File: src/rtl/wts_pkg.sv
// Shared definitions for the wave table sound slot-bus front-end.
// The optional strobe deglitch filter is enabled with WTS_SLOT_DEGLITCH_EN.
package wts_pkg;

    localparam int DATA_W             = 8;
    localparam int RD_TIMEOUT_DEFAULT = 15;

    // Value returned to the slot when the core never answers a read.
    localparam logic [DATA_W-1:0] OPEN_BUS = 8'hFF;

    typedef enum logic [1:0] {
        ST_IDLE,
        ST_RD_WAIT,
        ST_RD_DRIVE,
        ST_WAIT_END
    } wts_state_e;

endpackage

File: src/rtl/wts_sync_edge.sv
// Preset-high strobe synchroniser with falling-edge detection.
// With WTS_SLOT_DEGLITCH_EN defined, a new level must persist two cycles before it is accepted.
module wts_sync_edge #(
    parameter int SYNC_STAGES = 2
) (
    input  logic i_clk,
    input  logic i_reset,
    input  logic i_async,
    output logic o_level,
    output logic o_fall
);

    logic [SYNC_STAGES-1:0] r_sync;
    logic [SYNC_STAGES-1:0] r_fill;
    logic                   r_prev;
    logic                   r_live;
    logic                   w_sync;

    assign w_sync = r_sync[SYNC_STAGES-1];

    // r_live marks that both w_sync and r_prev hold real pin samples, so a strobe
    // held low across reset never looks like a fresh edge.
    always_ff @(posedge i_clk) begin
        if (i_reset) begin
            r_sync <= '1;
            r_fill <= '0;
            r_prev <= 1'b1;
            r_live <= 1'b0;
        end else begin
            r_sync <= {r_sync[SYNC_STAGES-2:0], i_async};
            r_fill <= {r_fill[SYNC_STAGES-2:0], 1'b1};
            r_prev <= w_sync;
            r_live <= r_fill[SYNC_STAGES-1];
        end
    end

`ifdef WTS_SLOT_DEGLITCH_EN
    logic r_filt;
    logic w_accept;

    assign w_accept = r_live & (w_sync == r_prev) & (w_sync != r_filt);

    always_ff @(posedge i_clk) begin
        if (i_reset) begin
            r_filt <= 1'b1;
        end else if (!r_live) begin
            r_filt <= w_sync;
        end else if (w_accept) begin
            r_filt <= w_sync;
        end
    end

    assign o_level = w_accept ? w_sync : r_filt;
    assign o_fall  = w_accept & ~w_sync;
`else
    assign o_level = w_sync;
    assign o_fall  = r_live & r_prev & ~w_sync;
`endif

endmodule

File: src/rtl/wts_slot_bus_if.sv
// Slot-bus front-end: strobe sync, single-cycle core requests, read handshake, IRQ and audio.
// Optional strobe deglitch filter: define WTS_SLOT_DEGLITCH_EN.
module wts_slot_bus_if
    import wts_pkg::*;
#(
    parameter int ADDR_W      = 16,
    parameter int SYNC_STAGES = 2,
    parameter int RD_TIMEOUT  = RD_TIMEOUT_DEFAULT,
    parameter int IN_W        = 12,
    parameter int OUT_W       = 12
) (
    input  logic              clk,
    input  logic              reset,
    input  logic              slot_nsltsl,
    input  logic              slot_nmerq,
    input  logic              slot_nrd,
    input  logic              slot_nwr,
    input  logic [ADDR_W-1:0] slot_a,
    input  logic [DATA_W-1:0] slot_d_in,
    output logic [DATA_W-1:0] slot_d_out,
    output logic              slot_d_oe,
    output logic              slot_nint_oe,
    output logic              core_wrreq,
    output logic              core_rdreq,
    output logic [ADDR_W-1:0] core_a,
    output logic [DATA_W-1:0] core_d,
    input  logic [DATA_W-1:0] core_q,
    input  logic              core_q_valid,
    input  logic              core_nint,
    input  logic              sw_mono,
    input  logic [IN_W-1:0]   left_in,
    input  logic [IN_W-1:0]   right_in,
    output logic [OUT_W-1:0]  left_out,
    output logic [OUT_W-1:0]  right_out
);

    localparam int TMR_W = $clog2(RD_TIMEOUT + 1);

    // Top OUT_W bits of an (IN_W+1)-bit value; stereo feeds {in,0}, mono feeds l+r.
    function automatic logic [OUT_W-1:0] f_scale(input logic [IN_W:0] i_v);
        return OUT_W'(i_v >> (IN_W + 1 - OUT_W));
    endfunction

    wts_state_e          r_state;
    logic [TMR_W-1:0]    r_timer;
    logic                r_wrreq;
    logic                r_rdreq;
    logic [ADDR_W-1:0]   r_core_a;
    logic [DATA_W-1:0]   r_core_d;
    logic [DATA_W-1:0]   r_d_out;
    logic                r_nint_oe;
    logic [OUT_W-1:0]    r_left;
    logic [OUT_W-1:0]    r_right;

    logic w_sltsl_lvl, w_merq_lvl, w_nrd_lvl, w_nwr_lvl;
    logic w_sltsl_fall, w_merq_fall, w_nrd_fall, w_nwr_fall;
    logic w_acc, w_wr_edge, w_rd_edge, w_rd_abort;
    logic w_unused_falls;
    logic [IN_W:0] w_mix;

    wts_sync_edge #(.SYNC_STAGES(SYNC_STAGES)) u_sync_sltsl (
        .i_clk(clk), .i_reset(reset), .i_async(slot_nsltsl), .o_level(w_sltsl_lvl), .o_fall(w_sltsl_fall)
    );
    wts_sync_edge #(.SYNC_STAGES(SYNC_STAGES)) u_sync_merq (
        .i_clk(clk), .i_reset(reset), .i_async(slot_nmerq), .o_level(w_merq_lvl), .o_fall(w_merq_fall)
    );
    wts_sync_edge #(.SYNC_STAGES(SYNC_STAGES)) u_sync_nrd (
        .i_clk(clk), .i_reset(reset), .i_async(slot_nrd), .o_level(w_nrd_lvl), .o_fall(w_nrd_fall)
    );
    wts_sync_edge #(.SYNC_STAGES(SYNC_STAGES)) u_sync_nwr (
        .i_clk(clk), .i_reset(reset), .i_async(slot_nwr), .o_level(w_nwr_lvl), .o_fall(w_nwr_fall)
    );

    // Select/merq only matter as levels.
    assign w_unused_falls = w_sltsl_fall ^ w_merq_fall;

    assign w_acc      = ~w_sltsl_lvl & ~w_merq_lvl;
    assign w_wr_edge  = w_nwr_fall & w_acc;
    assign w_rd_edge  = w_nrd_fall & w_acc & ~w_nwr_fall;
    assign w_rd_abort = w_nrd_lvl | ~w_acc;
    assign w_mix      = {1'b0, left_in} + {1'b0, right_in};

    always_ff @(posedge clk) begin
        if (reset) begin
            r_state  <= ST_IDLE;
            r_timer  <= '0;
            r_wrreq  <= 1'b0;
            r_rdreq  <= 1'b0;
            r_core_a <= '0;
            r_core_d <= '0;
            r_d_out  <= '0;
        end else begin
            r_wrreq <= 1'b0;
            r_rdreq <= 1'b0;
            case (r_state)
                ST_IDLE: begin
                    if (w_wr_edge) begin
                        r_wrreq  <= 1'b1;
                        r_core_a <= slot_a;
                        r_core_d <= slot_d_in;
                        r_state  <= ST_WAIT_END;
                    end else if (w_rd_edge) begin
                        r_rdreq  <= 1'b1;
                        r_core_a <= slot_a;
                        r_timer  <= '0;
                        r_state  <= ST_RD_WAIT;
                    end
                end
                ST_RD_WAIT: begin
                    if (w_rd_abort) begin
                        r_state <= ST_IDLE;
                    end else if (core_q_valid) begin
                        r_d_out <= core_q;
                        r_state <= ST_RD_DRIVE;
                    end else if (r_timer == TMR_W'(RD_TIMEOUT)) begin
                        r_d_out <= OPEN_BUS;
                        r_state <= ST_RD_DRIVE;
                    end else begin
                        r_timer <= r_timer + 1'b1;
                    end
                end
                ST_RD_DRIVE: begin
                    if (w_rd_abort) r_state <= ST_IDLE;
                end
                ST_WAIT_END: begin
                    if (w_nwr_lvl & w_nrd_lvl) r_state <= ST_IDLE;
                end
                default: r_state <= ST_IDLE;
            endcase
        end
    end

    always_ff @(posedge clk) begin
        if (reset) begin
            r_nint_oe <= 1'b0;
            r_left    <= '0;
            r_right   <= '0;
        end else begin
            r_nint_oe <= ~core_nint;
            if (sw_mono) begin
                r_left  <= f_scale(w_mix);
                r_right <= f_scale(w_mix);
            end else begin
                r_left  <= f_scale({left_in, 1'b0});
                r_right <= f_scale({right_in, 1'b0});
            end
        end
    end

    // Releases the pad in the very cycle the synchronised strobe or select goes inactive.
    assign slot_d_oe    = (r_state == ST_RD_DRIVE) & w_acc & ~w_nrd_lvl;
    assign slot_d_out   = r_d_out;
    assign slot_nint_oe = r_nint_oe;
    assign core_wrreq   = r_wrreq;
    assign core_rdreq   = r_rdreq;
    assign core_a       = r_core_a;
    assign core_d       = r_core_d;
    assign left_out     = r_left;
    assign right_out    = r_right;

endmodule
File: config.mk
export PLATFORM = sky130hd
export DESIGN_NAME = wts_slot_bus_if
export DESIGN_NICKNAME = d
export VERILOG_FILES = /design/src/rtl/wts_pkg.sv /design/src/rtl/wts_sync_edge.sv /design/src/rtl/wts_slot_bus_if.sv
export SDC_FILE = /design/constraint.sdc
export NUM_CORES = 1
export LEC_CHECK = 0
export ABC_AREA = 0
export CAP_MARGIN = 20
export CORE_MARGIN = 8
export CORE_UTILIZATION = 47
export CTS_BUF_LIST = sky130_fd_sc_hd__clkbuf_16
export DETAILED_ROUTE_END_ITERATION = 6
export PLACE_DENSITY = 0.85
export SYNTH_ARGS = -nofsm -noshare
export SYNTH_HDL_FRONTEND = slang
export SYNTH_SLANG_ARGS = --single-unit
export TNS_END_PERCENT = 30
File: constraint.sdc
create_clock -name clk -period 3.7 [get_ports clk]
set_clock_uncertainty 0.1 [all_clocks]
set_input_delay 0.925 -clock clk [delete_from_list [all_inputs] [get_ports clk]]
set_output_delay 0.925 -clock clk [all_outputs]
set_load 0.005 [all_outputs]
==> results.json <==
{
  "drtIter0Drc": 125,
  "vdd.ir_drop.worst_mv": 0.2920,
  "seq_area_sq_mm": 0.001562,
  "syn-num-nets": 421,
  "vias_per_cell": 5.438,
  "portBuffers": 124,
  "insertion_delay_ns": 0.33,
  "clkTransAtPathRegs_ns": 0.06,
  "synth_area_sq_mm": 0.003239,
  "antenna_cells": 0,
  "timing.rr.end": "slot_d_out[5]",
  "path_buf_inv": 1,
  "synth.distinct_cells": 50,
  "fin_crit_sh_pct": 78.09,
  "power_frac_comb_pct": 13.6,
  "final_nets": 545,
  "crit_path_max_fanout": 4,
  "area_growth_pct": 50.44,
  "clockBufferDepth": 2,
  "yosysMostFrequentCell": "dfxtp_1",
  "synth_area_leaders": "dfxtp_1 48%, mux2i_1 7.7%, nor2_1 5.6%",
  "antenna_found_initial": 0,
  "cts_tree": "done",
  "cts.sink_count": 78,
  "drive_above_1_share_pct": 8.475,
  "setup_viol": 0,
  "cts_made_buffers": 9,
  "grt_max_degree": 57,
  "end_kind": "register",
  "grt_pass1_wl_um": 14980,
  "critical_path_class": "in -> reg",
  "worstMarginPinSlew_ns": 0.6305,
  "grt_pass1_vias": 3073,
  "setup_slack_ns": 0.8106,
  "p_sw_share_pct": 23.55,
  "path_delay_family": "compound AO/OA/AOI/OAI gates",
  "min_delay_worst_endpoint": "u_sync_sltsl.r_sync[1]",
  "drc": 0,
  "dr.pass1.iters": 4,
  "cpPeakStageDelay_ns": 0.44,
  "die_w_um": 99.02,
  "core_area_sq_mm": 0.006719,
  "rr_worst_depth": 5,
  "crit_slowest_cell": "clkdlybuf4s50_1",
  "rsz0062_at_grt": "false",
  "grt.total_usage_pct": 19.07,
  "yosys_register_bits": 78,
  "ys_dominant_reg_cell": "dfxtp_1",
  "synth_top_area_share_pct": 48.20,
  "ys_seq_area_share_pct": 48.20,
  "synth_area_per_cell_sq_um": 9.444,
  "p_leak_nw": 2.106,
  "start_util_pct": 48.21,
  "regToRegSetupSlack_ns": 1.76,
  "r2r_start": "r_state[0]",
  "holdBufCountCts": 0,
  "drtAntennaViolNets": 0,
  "synth-edff-count": 0,
  "num_rows": 30,
  "power_density_mw_per_mm2": 441.2,
  "fmax_mhz": 346.1,
  "pwr-share-clk_pct": 45.2,
  "dieArea_sq_mm": 0.009805,
  "finalPower_mw": 2.150,
  "place.detailed.hpwl_um": 6943,
  "place_congestion": 0.8499,
  "ys.warnings.count": 0,
  "p_int_mw": 1.644,
  "hold_start": "u_sync_sltsl.r_sync[0]",
  "async_flop_share_pct": 0,
  "wirelength_um": 9473,
  "grt.overflow.total": 0,
  "netSwitchingPower_mw": 0.5064,
  "arrival_ns": 3.02,
  "postCtsResizedCells": 0,
  "synthCells": 343,
  "cap_violations": 0,
  "cts_root_buf": "clkbuf_16",
  "vias": 3002,
  "multi_input_area_sq_mm": 0.001593,
  "ys_top_cells_by_count": "78 x dfxtp_1, 48 x nor2_1, 26 x nand2_1",
  "chipHeight_um": 99.02,
  "yosys.area.top_type": "dfxtp_1",
  "layout_min_cycle_time_ns": 2.889,
  "start_kind": "input port",
  "holdPathStages": 1,
  "path_cells": "clkdlybuf4s50_1, and2_1, fa_1, a21oi_2, nor3b_1, o311a_1, a211o_1, a21o_1",
  "seq_power_share_pct": 41.2,
  "maxSlewHeadroom_pct": 57.88,
  "io_pins": 125,
  "h-tree-depth": 3,
  "tns_ns": 0,
  "fillers": 504,
  "cp.required_ns": 3.83,
  "timing.final.hold_violations": 0,
  "outcome": "complete, no violations",
  "slew_violations": 0,
  "hp-class": "reg -> reg",
  "post-place-ws_ns": 0.4759,
  "post_cts_buffers": 0,
  "routedWlPerCell_um": 17.16
}
-- routing by layer --
| metal | GRT usage (%) | vias to the layer above | wire length, um |
|---|---|---|---|
| li1 | - | 1445 | - |
| met4 | 8.619 | 0 | 125 |
| met5 | 0 | - | 0 |
| met1 | 21.08 | 1411 | 4035 |
| met3 | 5.708 | 18 | 629 |
| met2 | 32.85 | 128 | 4682 |
-- kinds of logic after synthesis --
kind of cell / count (synthesis) / synth area share [%]
XOR/XNOR: 5 / 1.352
AND/OR/NAND/NOR: 140 / 21.05
adder cells (fa/ha/maj): 13 / 5.253
flip-flops: 78 / 48.20
multiplexers: 27 / 8.420
AO/OA/AOI/OAI: 61 / 12.98
buffers and inverters: 19 / 2.742
-- how the worst max path moves through the flow --
stage,start,end,slack (ns),cells past startpoint
floorplan,left_in[0],left_out[7],1.07,7
global placement,left_in[0],right_out[7],0.54,8
detailed placement,left_in[0],right_out[7],0.48,8
CTS,left_in[0],right_out[7],0.83,8
global route,left_in[0],right_out[7],0.73,8
finish,left_in[0],right_out[7],0.81,8
-- flip-flops by register name, summed over array words and instances, names as in the netlist --
register,count
right_out,12
core_d,8
left_out,12
u_sync_nrd.r_prev,1
slot_d_out,8
u_sync_nwr.r_live,1
u_sync_nrd.r_sync,2
u_sync_nwr.r_sync,2
r_timer,4
u_sync_nwr.r_fill,1
u_sync_sltsl.r_sync,2
slot_nint_oe,1
u_sync_nrd.r_fill,1
u_sync_nwr.r_prev,1
core_a,16
r_state,2
core_wrreq,1
u_sync_merq.r_sync,2
core_rdreq,1
-- layout make-up --
cell class	count	area share, %
multi-input combinational	246	32.68
clock buffer	9	4.621
inverter	4	0.3081
tap	80	2.054
timing repair buffer	128	26.14
sequential	78	32.04
clock inverter	7	2.157
-- cells in the final DEF, fill, tap and decap left out, types with 3 or more instances in the layout --
master / synthesis / layout
o22ai_1: 9 / 9
ha_1: 12 / 12
mux2i_1: 25 / 25
nor3_1: 8 / 8
buf_4: 0 / 3
nand2b_1: 10 / 10
nor2b_1: 7 / 7
a21o_1: 5 / 5
or2_2: 10 / 10
nor2_1: 48 / 48
nand3_1: 10 / 10
nand2_1: 26 / 26
o21ai_0: 5 / 5
inv_1: 4 / 4
o21a_1: 3 / 3
and3_1: 3 / 3
a22o_1: 4 / 4
nand4_1: 3 / 3
clkbuf_16: 0 / 9
xnor2_1: 3 / 3
clkdlybuf4s50_1: 0 / 123
a21oi_1: 15 / 15
dfxtp_1: 78 / 78
and2_1: 4 / 4
-- power by group through the flow --
stage               clock network, mW  logic, mW  registers, mW
floorplan                           0      0.122          0.906
global placement                    0      0.282          0.904
detailed placement                  0      0.288          0.904
CTS                             0.985      0.292          0.886
global route                     1.02      0.317          0.888
finish                          0.972      0.293          0.886
-- stage by stage --
stage	utilization [%]	hold WS [ns]	instances	instance area, sq um
final	72.53	0.3046	552	4873
after global routing	72.53	0.3182	552	4873
after CTS	72.31	0.3091	551	4858
after detailed placement	67.39	0.2946	535	4528
after global placement	67.39	0.2953	535	4528
after floorplan	-	0.2895	343	3239
-- worst reg2reg max path, delay by kind of cell, from the launching register on --
family / cells / cell delay [ns]
compound gates: 1 / 0.19
simple gates: 4 / 1.20
flops: 1 / 0.39
Power figures use the tool's default switching activity.
